--- src/rtl/subleq_ctrl_pkg.sv ---
// Shared definitions for the SUBLEQ instruction sequencer.
package subleq_ctrl_pkg;

  // Default data/address width of the core.
  localparam int DEFAULT_WORD_SIZE = 16;

  // Sequencer states: one memory transaction per state except IDLE/HALT.
  typedef enum logic [2:0] {
    ST_IDLE    = 3'd0,
    ST_FETCH_A = 3'd1,
    ST_FETCH_B = 3'd2,
    ST_FETCH_C = 3'd3,
    ST_READ_A  = 3'd4,
    ST_READ_B  = 3'd5,
    ST_WRITE   = 3'd6,
    ST_HALT    = 3'd7
  } state_e;

endpackage

--- src/rtl/subleq_alu.sv ---
// SUBLEQ arithmetic: wrapped two's-complement b - a and the branch flag.
module subleq_alu
  import subleq_ctrl_pkg::*;
#(
  parameter int WORD_SIZE = DEFAULT_WORD_SIZE
) (
  input  logic [WORD_SIZE-1:0] a,
  input  logic [WORD_SIZE-1:0] b,
  output logic [WORD_SIZE-1:0] result,
  output logic                 leq
);

  // Result wraps; the sign bit of the wrapped value decides the branch.
  always_comb begin
    result = b - a;
    leq    = result[WORD_SIZE-1] | (result == '0);
  end

endmodule

--- src/rtl/subleq_ctrl.sv ---
// SUBLEQ sequencer: fetches A/B/C, reads mem[A]/mem[B], writes mem[B]-mem[A]
// and branches to C when the result is <= 0. Only master on the memory port.
module subleq_ctrl
  import subleq_ctrl_pkg::*;
#(
  parameter int WORD_SIZE = DEFAULT_WORD_SIZE
) (
  input  logic                 clk,
  input  logic                 areset,
  input  logic                 run,
  input  logic [WORD_SIZE-1:0] pc_in,
  output logic                 pc_branch,
  output logic                 pc_inc,
  output logic [WORD_SIZE-1:0] pc_addr,
  output logic                 mem_req,
  output logic                 mem_we,
  output logic [WORD_SIZE-1:0] mem_addr,
  output logic [WORD_SIZE-1:0] mem_wdata,
  input  logic [WORD_SIZE-1:0] mem_rdata,
  input  logic                 mem_ack,
  output logic                 halted
);

  localparam logic [WORD_SIZE-1:0] HALT_ADDR = '1;

  state_e               state_q, state_d;
  logic [WORD_SIZE-1:0] reg_a_q, reg_a_d;
  logic [WORD_SIZE-1:0] reg_b_q, reg_b_d;
  logic [WORD_SIZE-1:0] reg_c_q, reg_c_d;
  logic [WORD_SIZE-1:0] val_a_q, val_a_d;
  logic [WORD_SIZE-1:0] val_b_q, val_b_d;
  logic [WORD_SIZE-1:0] alu_result;
  logic                 alu_leq;

  subleq_alu #(.WORD_SIZE(WORD_SIZE)) u_alu (
    .a      (val_a_q),
    .b      (val_b_q),
    .result (alu_result),
    .leq    (alu_leq)
  );

  assign pc_addr = reg_c_q;
  assign halted  = (state_q == ST_HALT);

  // Memory-port decode from state and registers only, so the request
  // stays stable across wait states regardless of mem_ack.
  always_comb begin
    // NOTE: every output gets a default first so no path infers a latch.
    mem_req   = 1'b0;
    mem_we    = 1'b0;
    mem_addr  = '0;
    mem_wdata = '0;
    unique case (state_q)
      ST_FETCH_A, ST_FETCH_B, ST_FETCH_C: begin
        mem_req  = 1'b1;
        mem_addr = pc_in;
      end
      ST_READ_A: begin
        mem_req  = 1'b1;
        mem_addr = reg_a_q;
      end
      ST_READ_B: begin
        mem_req  = 1'b1;
        mem_addr = reg_b_q;
      end
      ST_WRITE: begin
        mem_req   = 1'b1;
        mem_we    = 1'b1;
        mem_addr  = reg_b_q;
        mem_wdata = alu_result;
      end
      default: ;
    endcase
  end

  // Next state, operand capture and the PC pulses (combinational with ack).
  always_comb begin
    state_d   = state_q;
    reg_a_d   = reg_a_q;
    reg_b_d   = reg_b_q;
    reg_c_d   = reg_c_q;
    val_a_d   = val_a_q;
    val_b_d   = val_b_q;
    pc_inc    = 1'b0;
    pc_branch = 1'b0;
    unique case (state_q)
      ST_IDLE: if (run) state_d = ST_FETCH_A;
      ST_FETCH_A: if (mem_ack) begin
        reg_a_d = mem_rdata;
        pc_inc  = 1'b1;
        state_d = ST_FETCH_B;
      end
      ST_FETCH_B: if (mem_ack) begin
        reg_b_d = mem_rdata;
        pc_inc  = 1'b1;
        state_d = ST_FETCH_C;
      end
      ST_FETCH_C: if (mem_ack) begin
        reg_c_d = mem_rdata;
        pc_inc  = 1'b1;
        state_d = ST_READ_A;
      end
      ST_READ_A: if (mem_ack) begin
        val_a_d = mem_rdata;
        state_d = ST_READ_B;
      end
      ST_READ_B: if (mem_ack) begin
        val_b_d = mem_rdata;
        state_d = ST_WRITE;
      end
      ST_WRITE: if (mem_ack) begin
        pc_branch = alu_leq;
        if (alu_leq && (reg_c_q == HALT_ADDR)) state_d = ST_HALT;
        else if (run)                          state_d = ST_FETCH_A;
        else                                   state_d = ST_IDLE;
      end
      ST_HALT: ;
      default: state_d = ST_IDLE;
    endcase
  end

  // State and operand registers; reset abandons any in-flight transaction.
  always_ff @(posedge clk or negedge areset) begin
    if (!areset) begin
      state_q <= ST_IDLE;
      reg_a_q <= '0;
      reg_b_q <= '0;
      reg_c_q <= '0;
      val_a_q <= '0;
      val_b_q <= '0;
    end else begin
      // NOTE: non-blocking so every flop samples the pre-edge values.
      state_q <= state_d;
      reg_a_q <= reg_a_d;
      reg_b_q <= reg_b_d;
      reg_c_q <= reg_c_d;
      val_a_q <= val_a_d;
      val_b_q <= val_b_d;
    end
  end

endmodule
--- config.mk ---
export PLATFORM = sky130hd
export DESIGN_NAME = subleq_ctrl
export DESIGN_NICKNAME = d
export VERILOG_FILES = /design/src/rtl/subleq_ctrl_pkg.sv /design/src/rtl/subleq_alu.sv /design/src/rtl/subleq_ctrl.sv
export SDC_FILE = /design/constraint.sdc
export NUM_CORES = 1
export LEC_CHECK = 0
export CAP_MARGIN = 15
export CORE_AREA = 2 2 99 101
export DETAILED_ROUTE_END_ITERATION = 8
export DIE_AREA = 0 0 101 103
export PLACE_DENSITY = 0.79
export REMOVE_ABC_BUFFERS = 1
export SLEW_MARGIN = 10
export SYNTH_ARGS = -nofsm -noshare
export SYNTH_HDL_FRONTEND = slang
export SYNTH_SLANG_ARGS = --single-unit
export TNS_END_PERCENT = 100
--- constraint.sdc ---
create_clock -name clk -period 4.6 [get_ports clk]
set_input_delay 1.38 -clock clk [delete_from_list [all_inputs] [get_ports clk]]
set_output_delay 1.38 -clock clk [all_outputs]
set_load 0.005 [all_outputs]
Yosys cells after proc, flatten, opt, wreduce, memory -nomap -nowiden
Cells that the tools add are included.

storage, ports and cells
  output and inout port bits = 53
  logic and storage cells = 54
  register bits after elaboration = 83

cells by class
  add/subtract/negate cells = 1
  reductions and logical operators = 13
  equal/unequal tests = 15
  bitwise logic cells = 1
  multiplexer cells = 18

operators by type and width
  operator                count
  $pmux W16 S3            1
  $mux W3                 8
  $pmux W3 S7             1
  $eq A16 B16 Y1 const B  1
  $logic_not A16 Y1       1
  $mux W16                1
  $sub A16 B16 Y16        1
  $ne A2 B2 Y1 const B    7
  $eq A3 B3 Y1 const B    4
  $reduce_and A2 Y1       5
  $reduce_and A8 Y1       1
  $mux W1                 7
  $reduce_bool A7 Y1      1
  $eq A3 B2 Y1 const B    2
  $reduce_or A6 Y1        1
  $eq A3 B1 Y1 const B    1
  $logic_not A3 Y1        1
  $reduce_or A3 Y1        1
  $reduce_or A2 Y1        1
  $logic_and A1 B1 Y1     1
  $or A1 B1 Y1            1

Logic depth before layout (Yosys ltp)
Gate-level depths: netlist of the first run.

  depth in word-level cells = 7
  gate-level depth with buffers = 11
  gate-level depth less buffers = 11

Hierarchy
From an unflattened synthesis of the first run, not the netlist that was laid out.

unflattened totals
  cells, all modules = 436
  area total of the unflattened synthesis = 4743.3 um^2

by module, submodules not included
  module       area an instance (um^2)  times used  cells each
  subleq_ctrl  3932.5                   1           320
  subleq_alu   810.8                    1           116

Worst setup path before layout of the first run
OpenSTA, ideal clock, no wires.

  path type = reg2out
  start = register val_b_q[0]
  end = output pc_branch
  stages on the path, launching flop included = 11
  arrival = 2.340 ns
  data required time = 3.220 ns
  setup slack = 0.880 ns
  cells stage by stage = dfrtp_1 -> inv_1 -> ha_1 -> fa_1 -> nand2b_1 -> a21oi_1 -> o21ai_1 -> a311oi_2 -> o2111ai_1 -> nor4b_2 -> o211a_1

between the ends
  cells in the longest elaborated chain, start to end = 5

RTL lines
  item                    RTL line            source
  from (decl)             subleq_ctrl.sv:31   logic [WORD_SIZE-1:0] val_b_q, val_b_d;
  from (signal assigned)  subleq_ctrl.sv:138  val_b_q <= val_b_d;
  $sub A16 B16 Y16 *      subleq_alu.sv:15    result = b - a;
  $logic_not A16 Y1       subleq_alu.sv:16    leq = result[WORD_SIZE-1] | (result == '0);
  $or A1 B1 Y1 *          subleq_alu.sv:16
  $mux W1 *               subleq_ctrl.sv:111  ST_WRITE: if (mem_ack) begin
  $mux W1 *               subleq_ctrl.sv:86   unique case (state_q)
  to (decl)               subleq_ctrl.sv:12   output logic pc_branch,

Every way passes the cells marked *; elsewhere a longest branch is shown, timed or not.

Worst setup path in the final report of the first run
  start = register val_b_q[4]
  end = output pc_branch

The elaborated chain is that of the path after synthesis.

==> summary.txt, run 1 <==
Power
  • Combinational share of power: 63.3%
  • Cell Int Power: 2.99 mW
  • Leak pwr: 2.62 nW
  • Switching share of power: 41.5%
  • Sequential share of power: 26.2%
  • Total chip power: 5.12 mW
  • PwrDens: 839 mW/mm2
  • Net Switching: 2.12 mW
  • VDD IR-drop max: 0.324 mV
  • Clock power share: 10.5%

Synthesis
  • Synth cell count leaders: dfrtp_1 (83), mux2_2 (66), nand2_1 (40)
  • Largest cells by area after synthesis: dfrtp_1 (43%), mux2_2 (15%), ha_1 (4.1%)
  • Synth Warn #: 0
  • Register bit total from synthesis: 83
  • Synth area leader: dfrtp_1
  • Post-synth top flop: dfrtp_1
  • Top cell type's share of synthesized area: 42.9%
  • Ys async rst share: 100%
  • Sequential area share after synthesis: 42.9%
  • Avg Cell Area, Syn: 10.2 um2
  • Mapped Cells: 476
  • Synth Cell Area: 0.00485 mm2
  • Number of flops mapped to enable cells by yosys: 0
  • Most common cell in the synthesized netlist: dfrtp_1
  • Netlist cell types: 51

STA
  • Fmax: 0.226 GHz
  • Endpoints failing setup: 0
  • Final setup TNS: 0 ps
  • Tcrit/Tclk final: 96.3%
  • Final Hold Fails: 0
  • Fin. max-slew vios: 0
  • Final worst path period need: 4430 ps
  • Fin Clk Skew: 8.58 ps
  • Normalized max-slew margin: 31.2%
  • Worst slew pin tran: 1030 ps
  • RSZ-0062 raised after global routing: yes

Global route
  • Initial antenna violation count: 0
  • Gr usage total: 24.2%
  • Grt total ovfl: 0
  • Largest net degree at the start of global routing: 84
  • First-pass GRT wire length: 19800 um
  • Met3 usage in global routing: 3.66%
  • Global routing usage on met1: 31.6%
  • Top Usage Layer GRT: met2
  • Vias in the first global route: 4071
  • Met2 Use GR: 41.4%

Worst hold path
  • Min-Delay Path Class: reg2reg
  • Hold_sp: val_b_q[0]
  • Hold Path End: val_b_q[0]
  • WHS Path Cells: 1

Placed design
  • GPL Wtd Cong: 0.887
  • # placed instances: 661
  • HPWL Detailed: 8770 um
  • Dpl cell area: 0.00583 mm2
  • PortBufs: 88

Critical path
  • Worst reg2reg path depth: 9
  • Critical R2R Launch: val_b_q[4]
  • Crit path kind: reg2out
  • Worst r2r dst: state_q[1]
  • Max Fanout on Critical Path: 6
  • Crit end category: output pin
  • FF-to-FF setup slack: 1810 ps
  • Worst endpoint required time: 3220 ps
  • Critical path launch point type: flip-flop
  • Worst Path Arrival: 3050 ps

CTS
  • CTS tree: yes
  • Clk buf depth: 2
  • H-tree depth: 3
  • Clock transition at path regs: 80 ps
  • Clock Tree Root: clkbuf_8
  • Clk sink count: 83
  • Hold buffers post-CTS: 0
  • Worst skew pair latency: 350 ps
  • CTS buffer count: 9

Die
  • IO Pins: 89
  • Row Count: 36
  • Die X-Extent: 101 um
  • Initial Util: 51.2%
  • DIE HEIGHT: 103 um
  • Die footprint: 0.0104 mm2
  • Core Box Area: 0.00946 mm2

Finish
  • Final instance area: 0.00610 mm2
  • Nets: 612
  • Share of cells above drive strength 1: 20.0%
  • Fin cells: 678
  • Antenna cells: 0
  • Utilization after layout: 64.5%
  • Area growth from synthesis to layout: 25.9%

Drt
  • 1st-iter DRT viols: 152
  • Drt total wl: 12200 um
  • Average wire per standard cell: 18.0 um
  • DR vias: 3975
  • DR vias/cell: 5.86
  • Residual DRC: 0
  • DRT antenna net count: 0
  • Length of the first detailed-routing pass in iterations: 4

Outcome
  • Status: completed

Run
  • MaxCap Viol Count: 0
-- timing repair --
item / 4_1_cts / 5_1_grt
setup endpoints to repair: 1 / 2
setup buffers: 1 / 0
resized for setup: 9 / 5
pin swaps: 6 / 5
-- power groups by stage --
stage / logic (mW) / registers [mW] / clock network [mW]
global route: 3.56 / 1.39 / 0.586
floorplan: 1.94 / 1.35 / 0
global placement: 3.02 / 1.32 / 0
CTS: 3.21 / 1.34 / 0.548
detailed placement: 3.10 / 1.35 / 0
finish: 3.24 / 1.34 / 0.540
-- flip-flops by register name, indices dropped and copies added (netlist names) --
signal and count:
pc_addr 16, reg_a_q 16, reg_b_q 16, state_q 3, val_a_q 16, val_b_q 16
-- worst max-delay path, cell delays in order, from the launching register on --
cell	delay [ps]
dfrtp_1	400
ha_1	390
and3_1	250
a221o_1	340
nor2_2	160
mux2i_1	210
nand4_1	170
nor4b_4	350
o211a_1	200
dlygate4sd2_1	240
-- cell type report --
cell class | count | area (um2)
Inverter | 25 | 93.8
Sequential cell | 83 | 2080
Multi-Input combinational cell | 342 | 2630
Timing Repair Buffer | 98 | 952
Clock inverter | 6 | 65.1
Fill cell | 756 | 3360
Tap cell | 114 | 143
Clock buffer | 10 | 138
-- worst max-delay path by stage --
stage | end | slack (ps) | startpoint | cells after the start
2_1_floorplan | mem_wdata[13] | 760 | state_q[0] | 4
3_3_place_gp | pc_branch | 110 | val_b_q[0] | 11
3_5_place_dp | pc_branch | -10 | val_b_q[0] | 11
4_1_cts | pc_branch | 90 | val_b_q[0] | 11
5_1_grt | pc_branch | -20 | val_b_q[0] | 11
6_report | pc_branch | 170 | val_b_q[4] | 9
-- cells by family after synthesis --
logic type | count (synthesis) | synth area share, %
flops | 83 | 42.9
xor+xnor | 11 | 1.99
buf+inv | 51 | 4.00
simple gates | 127 | 12.9
compound gates | 103 | 14.6
fa+ha+maj | 17 | 4.54
mux | 84 | 19.1
-- layout by cell type, fill, tap and decap left out, types with 2 or more instances in the layout --
cell type / n
o221ai_1: 17
o2111a_1: 3
o21a_1: 3
o211ai_1: 2
dfrtp_1: 83
a21o_1: 4
clkdlybuf4s50_1: 86
nand4_1: 6
nor2b_1: 17
nand2b_1: 5
nor4_1: 2
inv_1: 25
ha_1: 15
buf_4: 11
and3_1: 6
nand2_1: 40
xor2_1: 5
mux2i_1: 18
or2_2: 2
o21ai_0: 19
a21oi_1: 27
xnor2_1: 6
nand3_1: 7
clkinv_4: 2
and2_1: 2
nor3_1: 6
a21oi_2: 3
mux2_2: 66
clkbuf_8: 10
a21oi_4: 2
o211a_1: 2
a31oi_1: 2
o21ai_1: 4
nor2_1: 27
clkinv_2: 2
-- per-layer routing --
metal	up-vias	share of wire [%]	wire, um
met3	16	4.3	525
li1	1878	-	-
met2	104	51	6180
met4	0	1.4	174
met5	-	0	0
met1	1977	44	5300
-- stage by stage --
stage,hold slack (ps),setup slack [ps]
after global routing,531,-18.2
after floorplan,480,762
final,511,172
after CTS,512,87.2
after global placement,489,112
after detailed placement,494,-11.5
Note: power is estimated with default switching activity, not from simulation.
==> run 2, diff against run 1 <==
--- a/config.mk
+++ b/config.mk
@@ -5,11 +5,12 @@
 export SDC_FILE = /design/constraint.sdc
 export NUM_CORES = 1
 export LEC_CHECK = 0
-export CAP_MARGIN = 15
+export CAP_MARGIN = 0
 export CORE_AREA = 2 2 99 101
 export DETAILED_ROUTE_END_ITERATION = 8
 export DIE_AREA = 0 0 101 103
 export PLACE_DENSITY = 0.79
+export RECOVER_POWER = 50
 export REMOVE_ABC_BUFFERS = 1
 export SLEW_MARGIN = 10
 export SYNTH_ARGS = -nofsm -noshare
==> summary.txt, run 2 (synthesized netlist as in run 1, its figures left out) <==
STA
  • Final worst path period need: 4430 ps (+1.55 ps)
  • WHS: 512 ps (+0.971 ps)
  • Final Hold Fails: 0 (unchanged)
  • Fmax: 0.226 GHz (about the same)
  • Normalized max-slew margin: -35.4% (-67 points)
  • Worst slew pin tran: 2030 ps (+998 ps)
  • Endpoints failing setup: 0 (unchanged)
  • Fin Clk Skew: 7.81 ps (-0.772 ps)
  • Tcrit/Tclk final: 96.3% (about the same)
  • RSZ-0062 raised after global routing: yes
  • Fin. max-slew vios: 84 (+84)

Critical path
  • Critical path launch point type: flip-flop
  • Max Fanout on Critical Path: 6 (unchanged)
  • Critical R2R Launch: val_b_q[4]
  • Worst Setup EP: pc_branch
  • Crit path kind: reg2out
  • Worst reg2reg path depth: 9 (unchanged)
  • Worst r2r dst: state_q[1]
  • Crit end category: output pin
  • Worst Path Arrival: 3050 ps (about the same)
  • Worst endpoint required time: 3220 ps (about the same)
  • Worst setup path start: val_b_q[4]
  • FF-to-FF setup slack: 1810 ps (about the same)

Die
  • DIE HEIGHT: 103 um (unchanged)
  • Row Count: 36 (unchanged)
  • Die X-Extent: 101 um (unchanged)
  • Core Box Area: 0.00946 mm2 (unchanged)
  • Die footprint: 0.0104 mm2 (unchanged)
  • IO Pins: 89 (unchanged)
  • Initial Util: 51.2% (unchanged)

Power
  • Sequential share of power: 26.2% (about the same)
  • Net Switching: 2.12 mW (about the same)
  • VDD IR-drop max: 0.324 mV (about the same)
  • Total chip power: 5.12 mW (about the same)
  • PwrDens: 840 mW/mm2 (+0.12%)
  • Leak pwr: 2.61 nW (-0.15%)
  • Switching share of power: 41.5% (about the same)
  • Clock power share: 10.6% (about the same)
  • Combinational share of power: 63.3% (about the same)
  • Cell Int Power: 2.99 mW (about the same)

Worst hold path
  • Min-Delay Path Class: reg2reg
  • WHS Path Cells: 1 (unchanged)

CTS
  • Clk sink count: 83 (unchanged)
  • Clock transition at path regs: 80 ps (about the same)
  • Clock Tree Root: clkbuf_8
  • CTS buffer count: 9 (unchanged)
  • CTS tree: yes
  • Worst skew pair latency: 350 ps (about the same)
  • H-tree depth: 3 (unchanged)
  • Clk buf depth: 2 (unchanged)
  • Hold buffers post-CTS: 0 (unchanged)

Global route
  • Gr usage total: 24.2% (unchanged)
  • Vias in the first global route: 4071 (unchanged)
  • Grt total ovfl: 0 (unchanged)
  • Largest net degree at the start of global routing: 84 (unchanged)
  • Initial antenna violation count: 0 (unchanged)
  • First-pass GRT wire length: 19800 um (unchanged)

Finish
  • Multi-input gate area: 0.00263 mm2 (unchanged)
  • Area growth from synthesis to layout: 25.7%
  • Final instance area: 0.00609 mm2 (-0.10%)
  • Antenna cells: 0 (unchanged)
  • Most common cell after layout, fill and taps aside: clkdlybuf4s50_1
  • Nets: 612 (unchanged)
  • Fin cells: 678 (unchanged)
  • Share of cells above drive strength 1: 19.7% (-0.35 points)
  • Final-layout fill cell count: 758 (+0.26%)
  • Utilization after layout: 64.4% (-0.066 points)
  • Commonest non-fill, non-tap cells in the layout: clkdlybuf4s50_1 (85), dfrtp_1 (83), mux2_2 (66), nand2_1 (40)
  • Register area: 0.00208 mm2 (unchanged)

Placed design
  • GPL Wtd Cong: 0.887 (unchanged)
  • HPWL Detailed: 8770 um (unchanged)
  • # placed instances: 661 (unchanged)
  • Dpl cell area: 0.00583 mm2 (unchanged)
  • PortBufs: 88 (unchanged)

Outcome
  • Failing checks: capacitance limit, slew limit
  • Status: finished with violations

Drt
  • DR vias/cell: 5.86 (about the same)
  • Average wire per standard cell: 17.9 um (-0.17%)
  • DR vias: 3972 (-0.075%)
  • DRT antenna net count: 0 (unchanged)
  • Residual DRC: 0 (unchanged)
  • Length of the first detailed-routing pass in iterations: 4 (unchanged)
  • Drt total wl: 12200 um (-0.17%)
  • 1st-iter DRT viols: 160 (+5.3%)

Run
  • MaxCap Viol Count: 1 (+1)
[run 2: power groups by stage]
stage	sequential, mW	combinational [mW]	clock (mW)
after floorplan	1.35	1.94	0
after global placement	1.32	3.02	0
after detailed placement	1.35	3.10	0
after CTS	1.34	3.21	0.548
after global routing	1.39	3.56	0.586
final	1.34	3.24	0.541
[run 2: worst min path at each step]
| stage | start | end | slack [ps] |
|---|---|---|---|
| finish | val_b_q[0] | val_b_q[0] | 510 |
| global route | reg_a_q[11] | reg_a_q[11] | 530 |
| floorplan | val_b_q[0] | val_b_q[0] | 480 |
| global placement | val_b_q[0] | val_b_q[0] | 490 |
| detailed placement | val_b_q[0] | val_b_q[0] | 490 |
| CTS | val_b_q[0] | val_b_q[0] | 510 |
[run 2: routing by layer]
| metal | vias to the layer above | wire [um] | GRT usage [%] |
|---|---|---|---|
| met5 | - | 0 | 0 |
| met4 | 0 | 218 | 8.73 |
| met3 | 20 | 657 | 3.66 |
| met2 | 127 | 6030 | 41.4 |
| met1 | 1949 | 5250 | 31.6 |
| li1 | 1876 | - | - |
[run 2: layout make-up]
cell class,instances,share of cell area (%)
Sequential cell,83,34.1
Tap cell,114,2.34
Multi-Input combinational cell,342,43.2
Inverter,25,1.54
Clock buffer,10,2.26
Timing Repair Buffer,98,15.5
Clock inverter,6,1.07
[run 2: worst max-delay path, cell delays in order, from the launching register on]
cell	delay, ps
dfrtp_1	400
ha_1	390
and3_1	250
a221o_1	340
nor2_2	160
mux2i_1	210
nand4_1	170
nor4b_4	350
o211a_1	200
dlygate4sd2_1	240
[run 2: stage by stage]
stage	setup WS, ps	TNS (ps)
4_1_cts	87.2	0
2_1_floorplan	762	0
3_3_place_gp	112	0
6_report	170	0
5_1_grt	-18.2	-18.2
3_5_place_dp	-11.5	-11.5
[run 2: timing repair]
item	CTS	global route
setup buffers	1	0
endpoints found under the hold margin	0	0
endpoints found under the setup margin	1	2
gates resized for setup	9	5
pin swaps	6	5
==> run 3, diff against run 2 <==
--- a/config.mk
+++ b/config.mk
@@ -6,10 +6,11 @@
 export NUM_CORES = 1
 export LEC_CHECK = 0
 export CAP_MARGIN = 0
-export CORE_AREA = 2 2 99 101
+export CORE_AREA = 2 2 104 106
 export DETAILED_ROUTE_END_ITERATION = 8
-export DIE_AREA = 0 0 101 103
-export PLACE_DENSITY = 0.79
+export DIE_AREA = 0 0 106 108
+export MAX_ROUTING_LAYER = met4
+export PLACE_DENSITY = 0.76
 export RECOVER_POWER = 50
 export REMOVE_ABC_BUFFERS = 1
 export SLEW_MARGIN = 10
==> constraint.sdc (replaced) <==
create_clock -name clk -period 3.85 [get_ports clk]
set_input_delay 1.155 -clock clk [delete_from_list [all_inputs] [get_ports clk]]
set_output_delay 1.155 -clock clk [all_outputs]
set_load 0.005 [all_outputs]
==> summary.txt, run 3 (synthesized netlist as in run 1, its figures left out) <==
Drt
  • 1st-iter DRT viols: 208 (+30%)
  • DR vias: 4149 (+4.5%)
  • DR vias/cell: 5.49 (-6.3%)
  • Drt total wl: 13000 um (+6.9%)
  • Average wire per standard cell: 17.2 um (-4.1%)
  • Length of the first detailed-routing pass in iterations: 6 (+2)
  • DRT antenna net count: 0 (unchanged)
  • Residual DRC: 0 (unchanged)

Global route
  • Gr usage total: 23.9% (-0.34 points)
  • First-pass GRT wire length: 21000 um (+5.9%)
  • Initial antenna violation count: 0 (unchanged)
  • Vias in the first global route: 4248 (+4.3%)
  • Grt total ovfl: 0 (unchanged)
  • Largest net degree at the start of global routing: 84 (unchanged)

Die
  • Initial Util: 47.4% (-3.9 points)
  • IO Pins: 89 (unchanged)
  • Die X-Extent: 106 um (+5.0%)
  • DIE HEIGHT: 108 um (+4.9%)
  • Row Count: 37 (+2.8%)
  • Die footprint: 0.0114 mm2 (+10%)
  • Core Box Area: 0.0102 mm2 (+8.2%)

Finish
  • Final instance area: 0.00664 mm2 (+8.9%)
  • Nets: 668 (+9.2%)
  • Share of cells above drive strength 1: 29.4% (+9.7 points)
  • Commonest non-fill, non-tap cells in the layout: dfrtp_1 (83), clkdlybuf4s50_1 (76), mux2_2 (66), buf_4 (62), nand2_1 (40)
  • Antenna cells: 0 (unchanged)
  • Most common cell after layout, fill and taps aside: dfrtp_1
  • Area growth from synthesis to layout: 36.9%

Worst hold path
  • Hold Path End: reg_a_q[9]
  • WHS Path Cells: 1 (unchanged)
  • Hold_sp: reg_a_q[9]
  • Min-Delay Path Class: reg2reg

Outcome
  • Status: finished with violations
  • Failing checks: capacitance limit, slew limit, setup timing

STA
  • Final worst path period need: 4070 ps
  • Final Hold Fails: 0 (unchanged)
  • Tcrit/Tclk final: 106%
  • Worst slew pin tran: 2040 ps (+7.17 ps)
  • Setup slack after layout: -217 ps (-387 ps)
  • RSZ-0062 raised after global routing: yes
  • Normalized max-slew margin: -35.8% (-0.48 points)
  • Fin Clk Skew: 12.2 ps (+4.40 ps)
  • WHS: 514 ps (+2.00 ps)
  • Fin. max-slew vios: 84 (unchanged)
  • Fmax: 0.246 GHz
  • Endpoints failing setup: 4 (+4)

Power
  • Net Switching: 2.88 mW (+36%)
  • Sequential share of power: 22.8% (-3.4 points)
  • Cell Int Power: 4.23 mW (+41%)
  • Leak pwr: 2.93 nW (+12%)
  • VDD IR-drop max: 0.407 mV (+26%)
  • Clock power share: 8.0% (-2.6 points)
  • Switching share of power: 40.5% (-1.0 points)
  • PwrDens: 1070 mW/mm2 (+28%)
  • Total chip power: 7.11 mW (+39%)
  • Combinational share of power: 69.2% (+5.9 points)

Run
  • MaxCap Viol Count: 1 (unchanged)

CTS
  • CTS tree: yes
  • Worst skew pair latency: 360 ps (about the same)
  • Clock Tree Root: clkbuf_8
  • CTS buffer count: 9 (unchanged)
  • Clk buf depth: 2 (unchanged)
  • Clk sink count: 83 (unchanged)
  • H-tree depth: 3 (unchanged)
  • Clock transition at path regs: 90 ps (about the same)

Critical path
  • Delay-heaviest family, CP: compound AO/OA/AOI/OAI gates
  • Critical path launch point type: flip-flop
  • CP cell instances: inv_1, ha_2, fa_2, nand2b_4, a21oi_4, o21ai_2, a311oi_2, o2111ai_2, nor4b_4, o211a_1, buf_2
  • Worst endpoint required time: 2690 ps (-530 ps)
  • FF-to-FF setup slack: 1000 ps (-810 ps)
  • Max Fanout on Critical Path: 4 (-2)
  • Buf/Inv on CP: 2 (+1)
  • Worst reg2reg path depth: 12 (+3)
  • CP peak stage delay: 350 ps (-50 ps)
  • Worst Path Arrival: 2910 ps (-140 ps)
  • Worst path slowest cell: dfrtp_1
  • Worst r2r dst: state_q[1]
  • Crit end category: output pin
  • Crit path kind: reg2out
  • Critical R2R Launch: val_b_q[0]

Placed design
  • HPWL Detailed: 9310 um (+6.1%)
  • GPL Wtd Cong: 0.832 (-6.3%)
  • PortBufs: 88 (unchanged)
  • Dpl cell area: 0.00627 mm2 (+7.4%)
[run 3: changes by cell type in the layout (fill, tap and decap cells not counted), moves of 2 or more]
cell and change:
clkbuf_1 +3, ha_4 +3, buf_4 +53, dlymetal6s2s_1 +2, dlygate4sd2_1 +5, ha_1 -4, o21ai_2 +2, clkdlybuf4s50_1 -9
[run 3: worst max path at each step]
stage / from / endpoint / slack (ps) / cells after the start
4_1_cts: val_b_q[0] / mem_wdata[15] / -230 / 11
5_1_grt: val_b_q[0] / pc_branch / -350 / 11
3_3_place_gp: val_b_q[0] / pc_branch / -400 / 11
6_report: val_b_q[0] / pc_branch / -220 / 11
2_1_floorplan: state_q[0] / mem_wdata[13] / 240 / 4
3_5_place_dp: val_b_q[0] / pc_branch / -440 / 11
[run 3: worst reg2reg max path: stages (launching register included)]
cell	delay, ps
dfrtp_1	350
inv_1	60
ha_2	180
fa_2	340
nand2b_4	160
a21oi_4	200
o21ai_2	110
a311oi_2	290
o2111ai_2	210
nor4b_4	340
buf_4	150
o211ai_1	160
a32oi_1	240
[run 3: power groups by stage]
| stage | combinational, mW | sequential, mW | clock [mW] |
|---|---|---|---|
| global route | 5.35 | 1.67 | 0.618 |
| detailed placement | 4.47 | 1.62 | 0 |
| global placement | 4.39 | 1.58 | 0 |
| floorplan | 2.32 | 1.61 | 0 |
| finish | 4.92 | 1.62 | 0.569 |
| CTS | 4.76 | 1.61 | 0.582 |
[run 3: per-stage QoR]
stage / setup TNS [ps] / setup WS (ps) / util, % / std cells
2_1_floorplan: 0 / 237 / - / 450
3_3_place_gp: -401 / -401 / 61.3 / 737
3_5_place_dp: -494 / -442 / 61.3 / 737
4_1_cts: -463 / -232 / 64.3 / 754
5_1_grt: -1180 / -349 / 64.9 / 756
6_report: -450 / -217 / 64.9 / 756
[run 3: what timing repair did]
action | in CTS | in global routing
buffers inserted | 1 | 2
hold buffers | 0 | 0
pin swaps | 8 | 11
endpoints found under the setup margin | 10 | 11
resized for setup | 33 | 14
[run 3: routing by layer]
metal	vias up	track usage [%]	share of wire (%)
li1	2002	-	-
met1	2031	30.1	44
met2	94	40.9	51
met3	22	2.53	2.9
met4	0	7.33	1.7
met5	-	-	0
[run 3: final cells by class]
class	instances	area, um2
multi-input combinational	342	2770
timing repair buffer	154	1350
clock buffer	9	124
clock inverter	7	52.6
inverter	25	93.8
tap	136	170
fill	821	3590
sequential	83	2080
